## src/rtl/pa_rvfpm.sv

```systemverilog
// Shared rvfpm coprocessor types: XIF queue entry state and entry layout.
// Latency: n/a (type definitions only).
// Backpressure: n/a.
package pa_rvfpm;

    // Default geometry of the XIF queue; the queue module exposes these as parameters.
    localparam int XQ_DEPTH_DEF    = 4;
    localparam int XQ_ID_WIDTH_DEF = 4;
    localparam int XQ_NUM_RS_DEF   = 3;
    localparam int XQ_FLEN_DEF     = 32;

    // Lifecycle of one queue slot.
    typedef enum logic [1:0] {
        ENT_FREE      = 2'd0,
        ENT_PEND      = 2'd1,
        ENT_COMMITTED = 2'd2,
        ENT_KILLED    = 2'd3
    } xif_entry_state_e;

    // Queue entry layout at the default geometry.
    typedef struct packed {
        logic [31:0]                                    instr;
        logic [XQ_ID_WIDTH_DEF-1:0]                     id;
        logic [XQ_NUM_RS_DEF-1:0][XQ_FLEN_DEF-1:0]      rs;
        logic [1:0]                                     mode;
        xif_entry_state_e                               state;
    } xif_entry_t;

endpackage

```

## src/rtl/rvfpm_xif_id_match.sv

```systemverilog
// Finds the oldest PEND entry whose XIF id equals the commit id, scanning from head.
// Latency: purely combinational.
// Backpressure: none; evaluated every cycle.
module rvfpm_xif_id_match
    import pa_rvfpm::*;
#(
    parameter int QUEUE_DEPTH = 4,
    parameter int X_ID_WIDTH  = 4,
    localparam int PW         = $clog2(QUEUE_DEPTH)
) (
    input  logic [2*QUEUE_DEPTH-1:0]          i_state,
    input  logic [QUEUE_DEPTH*X_ID_WIDTH-1:0] i_id,
    input  logic [PW-1:0]                     i_head,
    input  logic [X_ID_WIDTH-1:0]             i_commit_id,
    output logic                              o_hit,
    output logic [PW-1:0]                     o_idx
);

    logic [PW-1:0] w_slot;

    // Walk slots in age order starting at head; the first PEND id match wins.
    always_comb begin
        o_hit  = 1'b0;
        o_idx  = '0;
        w_slot = '0;
        for (int k = 0; k < QUEUE_DEPTH; k++) begin
            w_slot = i_head + PW'(k);
            if (!o_hit
                && (i_state[2*w_slot +: 2] == ENT_PEND)
                && (i_id[X_ID_WIDTH*w_slot +: X_ID_WIDTH] == i_commit_id)) begin
                o_hit = 1'b1;
                o_idx = w_slot;
            end
        end
    end

endmodule

```

## src/rtl/rvfpm_xif_queue.sv

```systemverilog
// XIF issue queue: holds accepted instructions, resolves commit/kill by id, dispatches committed ones in order.
// Latency: issue+commit in the same cycle on an empty queue -> disp_valid one cycle later.
// Backpressure: issue_ready = !full (no bypass); head holds while disp_valid & !disp_ready.
module rvfpm_xif_queue
    import pa_rvfpm::*;
#(
    parameter int QUEUE_DEPTH = 4,
    parameter int X_ID_WIDTH  = 4,
    parameter int X_NUM_RS    = 3,
    parameter int FLEN        = 32
) (
    input  logic                               ck,
    input  logic                               rst,
    input  logic                               flush,
    input  logic                               issue_valid,
    output logic                               issue_ready,
    input  logic                               issue_accept,
    input  logic [31:0]                        issue_instr,
    input  logic [X_ID_WIDTH-1:0]              issue_id,
    input  logic [X_NUM_RS*FLEN-1:0]           issue_rs,
    input  logic [1:0]                         issue_mode,
    input  logic                               commit_valid,
    input  logic [X_ID_WIDTH-1:0]              commit_id,
    input  logic                               commit_kill,
    output logic                               disp_valid,
    input  logic                               disp_ready,
    output logic [31:0]                        disp_instr,
    output logic [X_ID_WIDTH-1:0]              disp_id,
    output logic [X_NUM_RS*FLEN-1:0]           disp_rs,
    output logic [1:0]                         disp_mode,
    output logic [$clog2(QUEUE_DEPTH+1)-1:0]   occupancy,
    output logic                               commit_miss,
    output logic                               kill_drop
);

    localparam int PW  = $clog2(QUEUE_DEPTH);
    localparam int OW  = $clog2(QUEUE_DEPTH+1);
    localparam int RSW = X_NUM_RS*FLEN;

    xif_entry_state_e        r_state [QUEUE_DEPTH];
    logic [31:0]             r_instr [QUEUE_DEPTH];
    logic [X_ID_WIDTH-1:0]   r_id    [QUEUE_DEPTH];
    logic [RSW-1:0]          r_rs    [QUEUE_DEPTH];
    logic [1:0]              r_mode  [QUEUE_DEPTH];
    logic [PW-1:0]           r_head;
    logic [PW-1:0]           r_tail;
    logic [OW-1:0]           r_occ;
    logic                    r_commit_miss;
    logic                    r_kill_drop;

    logic [2*QUEUE_DEPTH-1:0]          w_state_flat;
    logic [QUEUE_DEPTH*X_ID_WIDTH-1:0] w_id_flat;
    logic                              w_hit;
    logic [PW-1:0]                     w_match_idx;
    logic                              w_full;
    logic                              w_enq;
    logic                              w_enq_match;
    logic                              w_deq;
    logic                              w_drain;
    logic                              w_head_out;
    xif_entry_state_e                  w_resolved;
    xif_entry_state_e                  w_enq_state;
    logic [OW-1:0]                     w_occ_nxt;

    // Flatten slot state and ids for the matcher.
    always_comb begin
        for (int i = 0; i < QUEUE_DEPTH; i++) begin
            w_state_flat[2*i +: 2]                 = r_state[i];
            w_id_flat[X_ID_WIDTH*i +: X_ID_WIDTH]  = r_id[i];
        end
    end

    rvfpm_xif_id_match #(
        .QUEUE_DEPTH (QUEUE_DEPTH),
        .X_ID_WIDTH  (X_ID_WIDTH)
    ) u_id_match (
        .i_state     (w_state_flat),
        .i_id        (w_id_flat),
        .i_head      (r_head),
        .i_commit_id (commit_id),
        .o_hit       (w_hit),
        .o_idx       (w_match_idx)
    );

    assign w_full      = (r_occ == OW'(QUEUE_DEPTH));
    assign issue_ready = !w_full;
    assign w_enq       = issue_valid && issue_ready && issue_accept;
    // A commit that finds no queued PEND entry may target the instruction entering this cycle.
    assign w_enq_match = w_enq && commit_valid && !w_hit && (issue_id == commit_id);
    assign w_resolved  = commit_kill ? ENT_KILLED : ENT_COMMITTED;
    assign w_enq_state = w_enq_match ? w_resolved : ENT_PEND;

    assign disp_valid  = (r_state[r_head] == ENT_COMMITTED);
    assign w_deq       = disp_valid && disp_ready;
    assign w_drain     = (r_state[r_head] == ENT_KILLED);
    assign w_head_out  = w_deq || w_drain;

    assign disp_instr  = r_instr[r_head];
    assign disp_id     = r_id[r_head];
    assign disp_rs     = r_rs[r_head];
    assign disp_mode   = r_mode[r_head];
    assign occupancy   = r_occ;
    assign commit_miss = r_commit_miss;
    assign kill_drop   = r_kill_drop;

    // Occupancy moves by at most one per cycle; enqueue and removal together cancel.
    always_comb begin
        w_occ_nxt = r_occ;
        if (w_enq && !w_head_out) begin
            w_occ_nxt = r_occ + OW'(1);
        end else if (!w_enq && w_head_out) begin
            w_occ_nxt = r_occ - OW'(1);
        end
    end

    // Slot state machine, pointers, occupancy and status pulses; reset and flush clear everything.
    always_ff @(posedge ck) begin
        if (rst || flush) begin
            for (int i = 0; i < QUEUE_DEPTH; i++) begin
                r_state[i] <= ENT_FREE;
            end
            r_head        <= '0;
            r_tail        <= '0;
            r_occ         <= '0;
            r_commit_miss <= 1'b0;
            r_kill_drop   <= 1'b0;
        end else begin
            // Tail slot is FREE whenever enqueue is possible, and commits only touch PEND
            // slots while the head only leaves from COMMITTED/KILLED, so these never collide.
            if (w_enq) begin
                r_state[r_tail] <= w_enq_state;
                r_tail          <= r_tail + PW'(1);
            end
            if (commit_valid && w_hit) begin
                r_state[w_match_idx] <= w_resolved;
            end
            if (w_head_out) begin
                r_state[r_head] <= ENT_FREE;
                r_head          <= r_head + PW'(1);
            end
            r_occ         <= w_occ_nxt;
            r_commit_miss <= commit_valid && !w_hit && !w_enq_match;
            r_kill_drop   <= w_drain;
        end
    end

    // Entry payload is only meaningful while the slot is not FREE, so it needs no reset.
    always_ff @(posedge ck) begin
        if (w_enq) begin
            r_instr[r_tail] <= issue_instr;
            r_id[r_tail]    <= issue_id;
            r_rs[r_tail]    <= issue_rs;
            r_mode[r_tail]  <= issue_mode;
        end
    end

endmodule
```

## config.mk

```make
export PLATFORM = sky130hd
export DESIGN_NAME = rvfpm_xif_queue
export DESIGN_NICKNAME = d
export VERILOG_FILES = /design/src/rtl/pa_rvfpm.sv /design/src/rtl/rvfpm_xif_id_match.sv /design/src/rtl/rvfpm_xif_queue.sv
export SDC_FILE = /design/constraint.sdc
export NUM_CORES = 1
export LEC_CHECK = 0
export ABC_AREA = 0
export ABC_CLOCK_PERIOD_IN_PS = 5650
export BUFFER_PORTS_ARGS = -buffer_cell sky130_fd_sc_hd__buf_2
export CAP_MARGIN = 0
export CORE_MARGIN = 2
export CORE_UTILIZATION = 45
export DETAILED_ROUTE_END_ITERATION = 12
export GPL_TIMING_DRIVEN = 0
export HOLD_SLACK_MARGIN = 0.03
export PLACE_DENSITY = 0.68
export SLEW_MARGIN = 30
export SYNTH_ARGS = -nofsm -noshare
export SYNTH_HDL_FRONTEND = slang
export SYNTH_SLANG_ARGS = --single-unit
```

## constraint.sdc

```tcl
create_clock -name ck -period 5.65 [get_ports ck]
set_clock_uncertainty 0.2 [all_clocks]
set_input_delay 1.695 -clock ck [delete_from_list [all_inputs] [get_ports ck]]
set_output_delay 1.695 -clock ck [all_outputs]
set_load 0.01 [all_outputs]
```

==> flow_summary.json <==
{
  "met3_usage_pct": 5.746,
  "p_comb_share_pct": 3.5,
  "setup-violations-final": 0,
  "final_common_cell": "edfxtp_1",
  "yosys.area.top_type_share_pct": 76.42,
  "place.gp.congestion": 0.8517,
  "clk_latency_ns": 0.60,
  "syn_avg_cell_area_um2": 23.09,
  "synth-seq-area-share_pct": 78.23,
  "ys_ff_latch": 555,
  "fp.dieW_um": 220.3,
  "vias": 10340,
  "ir_drop_mv": 0.2844,
  "cts_hold_buf": 0,
  "cp-end-kind": "primary output",
  "yosysWarnings": 0,
  "worst-setup-path-type": "reg -> out",
  "p_sw_share_pct": 19.92,
  "synth_edf_count": 536,
  "synth.area.top_cells": "edfxtp_1 76%, mux4_2 15%, dfxtp_1 1.8%",
  "finalCritPeriodShare_pct": 94.16,
  "power_mw": 8.632,
  "viasPerCell": 5.370,
  "clockRootBuffer": "clkbuf_16",
  "async_reset_ff_share_pct": 0,
  "ctsResizeCount": 0,
  "cp_max_fo": 10,
  "ys.flop_type": "edfxtp_1",
  "whs_ns": 0.3057,
  "rows": 79,
  "rr_worst_depth": 11,
  "fin_crit_ns": 5.320,
  "port_buffers": 282,
  "fin_setup_tns_ns": 0,
  "ios": 287,
  "grtUsageMet1_pct": 22.52,
  "power_density_nw_per_um2": 338.2,
  "first_pass_iters": 5,
  "place_area_um2": 23600,
  "cts_buffers": 57,
  "path_clk_slew_ns": 0.06,
  "route.detailed.drc": 0,
  "ant_nets": 0,
  "drive_gt1_share_pct": 41.84,
  "die-area_um2": 48550,
  "rsz0062_at_grt": "false",
  "hold_class": "reg -> reg",
  "areaGrowthSynthToFinish_pct": 21.18,
  "power.switching_mw": 1.719,
  "maxSlewHeadroom_pct": 42.21,
  "tritoncts": "built",
  "start_util_pct": 45.43,
  "h-tree-depth": 2,
  "fin_area_um2": 25520,
  "grt.busiest_layer": "met2",
  "cp.arrival_ns": 3.42,
  "die_y_um": 220.3,
  "utilization_pct": 55.06,
  "grt_pass1_wl_um": 63620,
  "layout_common_cells": "536 x edfxtp_1, 287 x buf_2, 136 x mux4_2",
  "grt_pass1_vias": 10720,
  "wirelength_um": 42670,
  "yosysTopAreaCell": "edfxtp_1",
  "slew_viol_final": 0,
  "grt_max_degree": 42,
  "nNetsFinal": 1426,
  "antenna_found_initial": 9,
  "holdPathStages": 2,
  "start_kind": "register",
  "gr-total-overflow": 0,
  "coreArea_um2": 46360,
  "dp_hpwl_um": 27510,
  "power.leakage_nw": 8.460,
  "syn-num-nets": 1068,
  "cts_setup_buffers": 0,
  "cts_buffer_depth": 3,
  "cts_sinks": 555,
  "maxCapViolCount": 0,
  "internal-power_mw": 6.913,
  "seqPwrFrac_pct": 53.2,
  "met2_usage_pct": 28.74,
  "syn_area_um2": 21060,
  "wl_per_cell_um": 22.15,
  "status": "finished, final reports clean",
  "ys_types": 52,
  "tightestPinTransition_ns": 0.8669,
  "drt_iter0_markers": 661,
  "max_freq_ghz": 0.1880,
  "cp.required_ns": 3.75,
  "clkPwrFrac_pct": 43.3,
  "synthCells": 912,
  "gr-usage-all-layers_pct": 17.66,
  "finalHoldViolCount": 0
}
## worst max-delay path, stage by stage, from the launching register on
cell and delay, ns:
dfxtp_1 0.30, clkbuf_1 0.62, buf_1 0.72, clkbuf_1 0.59, mux4_2 0.43, buf_2 0.17
## per-stage QoR
step           setup WS [ns]  instances
5_1_grt              0.09231       1925
6_report              0.3301       1926
2_1_floorplan          1.113        912
4_1_cts               0.1473       1922
3_3_place_gp         -0.6118       1801
3_5_place_dp          0.8116       1816
## power by group through the flow
stage,combinational [mW],sequential (mW),clock [mW]
6_report,0.300,4.59,3.74
5_1_grt,0.329,4.59,4.00
4_1_cts,0.306,4.59,3.84
3_5_place_dp,0.304,4.68,0
3_3_place_gp,0.281,4.68,0
2_1_floorplan,0.125,4.68,0
## synth_stat cells (2+ instances only)
library cell	number
and3b_1	3
nor3b_1	6
and2_1	4
mux4_2	136
mux2i_1	18
nor2_1	18
o21ai_0	10
a22o_1	4
buf_1	16
a31o_2	4
a21oi_1	11
o32ai_2	2
nand3b_1	2
xor2_1	7
nand3_1	6
a31oi_1	4
nand2_1	4
and3_1	2
a32o_1	4
o21bai_1	2
dfxtp_1	19
nor3_1	8
buf_2	3
clkbuf_1	21
ha_1	9
inv_1	10
xnor2_1	19
edfxtp_1	536
## layer usage
metal	part of all wire (%)	routed length (um)
met5	0.20	85
met3	7.5	3217
met4	2.6	1090
met1	40	17220
met2	49	21050
## kinds of logic (layout without fill, tap and decap cells)
logic type               after synthesis  in the layout  share of synthesized area (%)
AO/OA/AOI/OAI                         51             51                          1.794
XOR/XNOR                              26             26                          1.081
adder cells (fa/ha/maj)               10             10                         0.6297
buffers and inverters                 52            457                          1.057
flip-flops                           555            555                          78.23
multiplexers                         157            157                          15.59
other                                  0              2                              0
AND/OR/NAND/NOR                       61             61                          1.622
## sequential cells by signal, indices dropped and copies added (netlist names), named ones only
name and cells:
r_rs 384, r_instr 128, r_id 16, r_mode 8
r_state 8, occupancy 3, r_head 2, r_tail 2
commit_miss 1, kill_drop 1
## final cells by class
class                           count  area (um2)
Multi-Input combinational cell    305        4373
Clock inverter                     39       402.9
Sequential cell                   555       16480
Buffer                             42       197.7
Tap cell                          607       759.5
Timing Repair Buffer              299        1787
Inverter                           10       37.54
Clock buffer                       67        1485
Fill cell                        3540       20840
Antenna cell                        2       5.005
## final timing paths
kind	endpoint	from	slack, ns
worst max-delay path	disp_rs[40]	register	0.33
worst min-delay path	occupancy[2]	occupancy[2]	0.31
worst max register to register	r_state[1][1]	r_head[0]	2.24
worst min register to register	occupancy[2]	occupancy[2]	0.31
(Power assumes the default switching activity.)
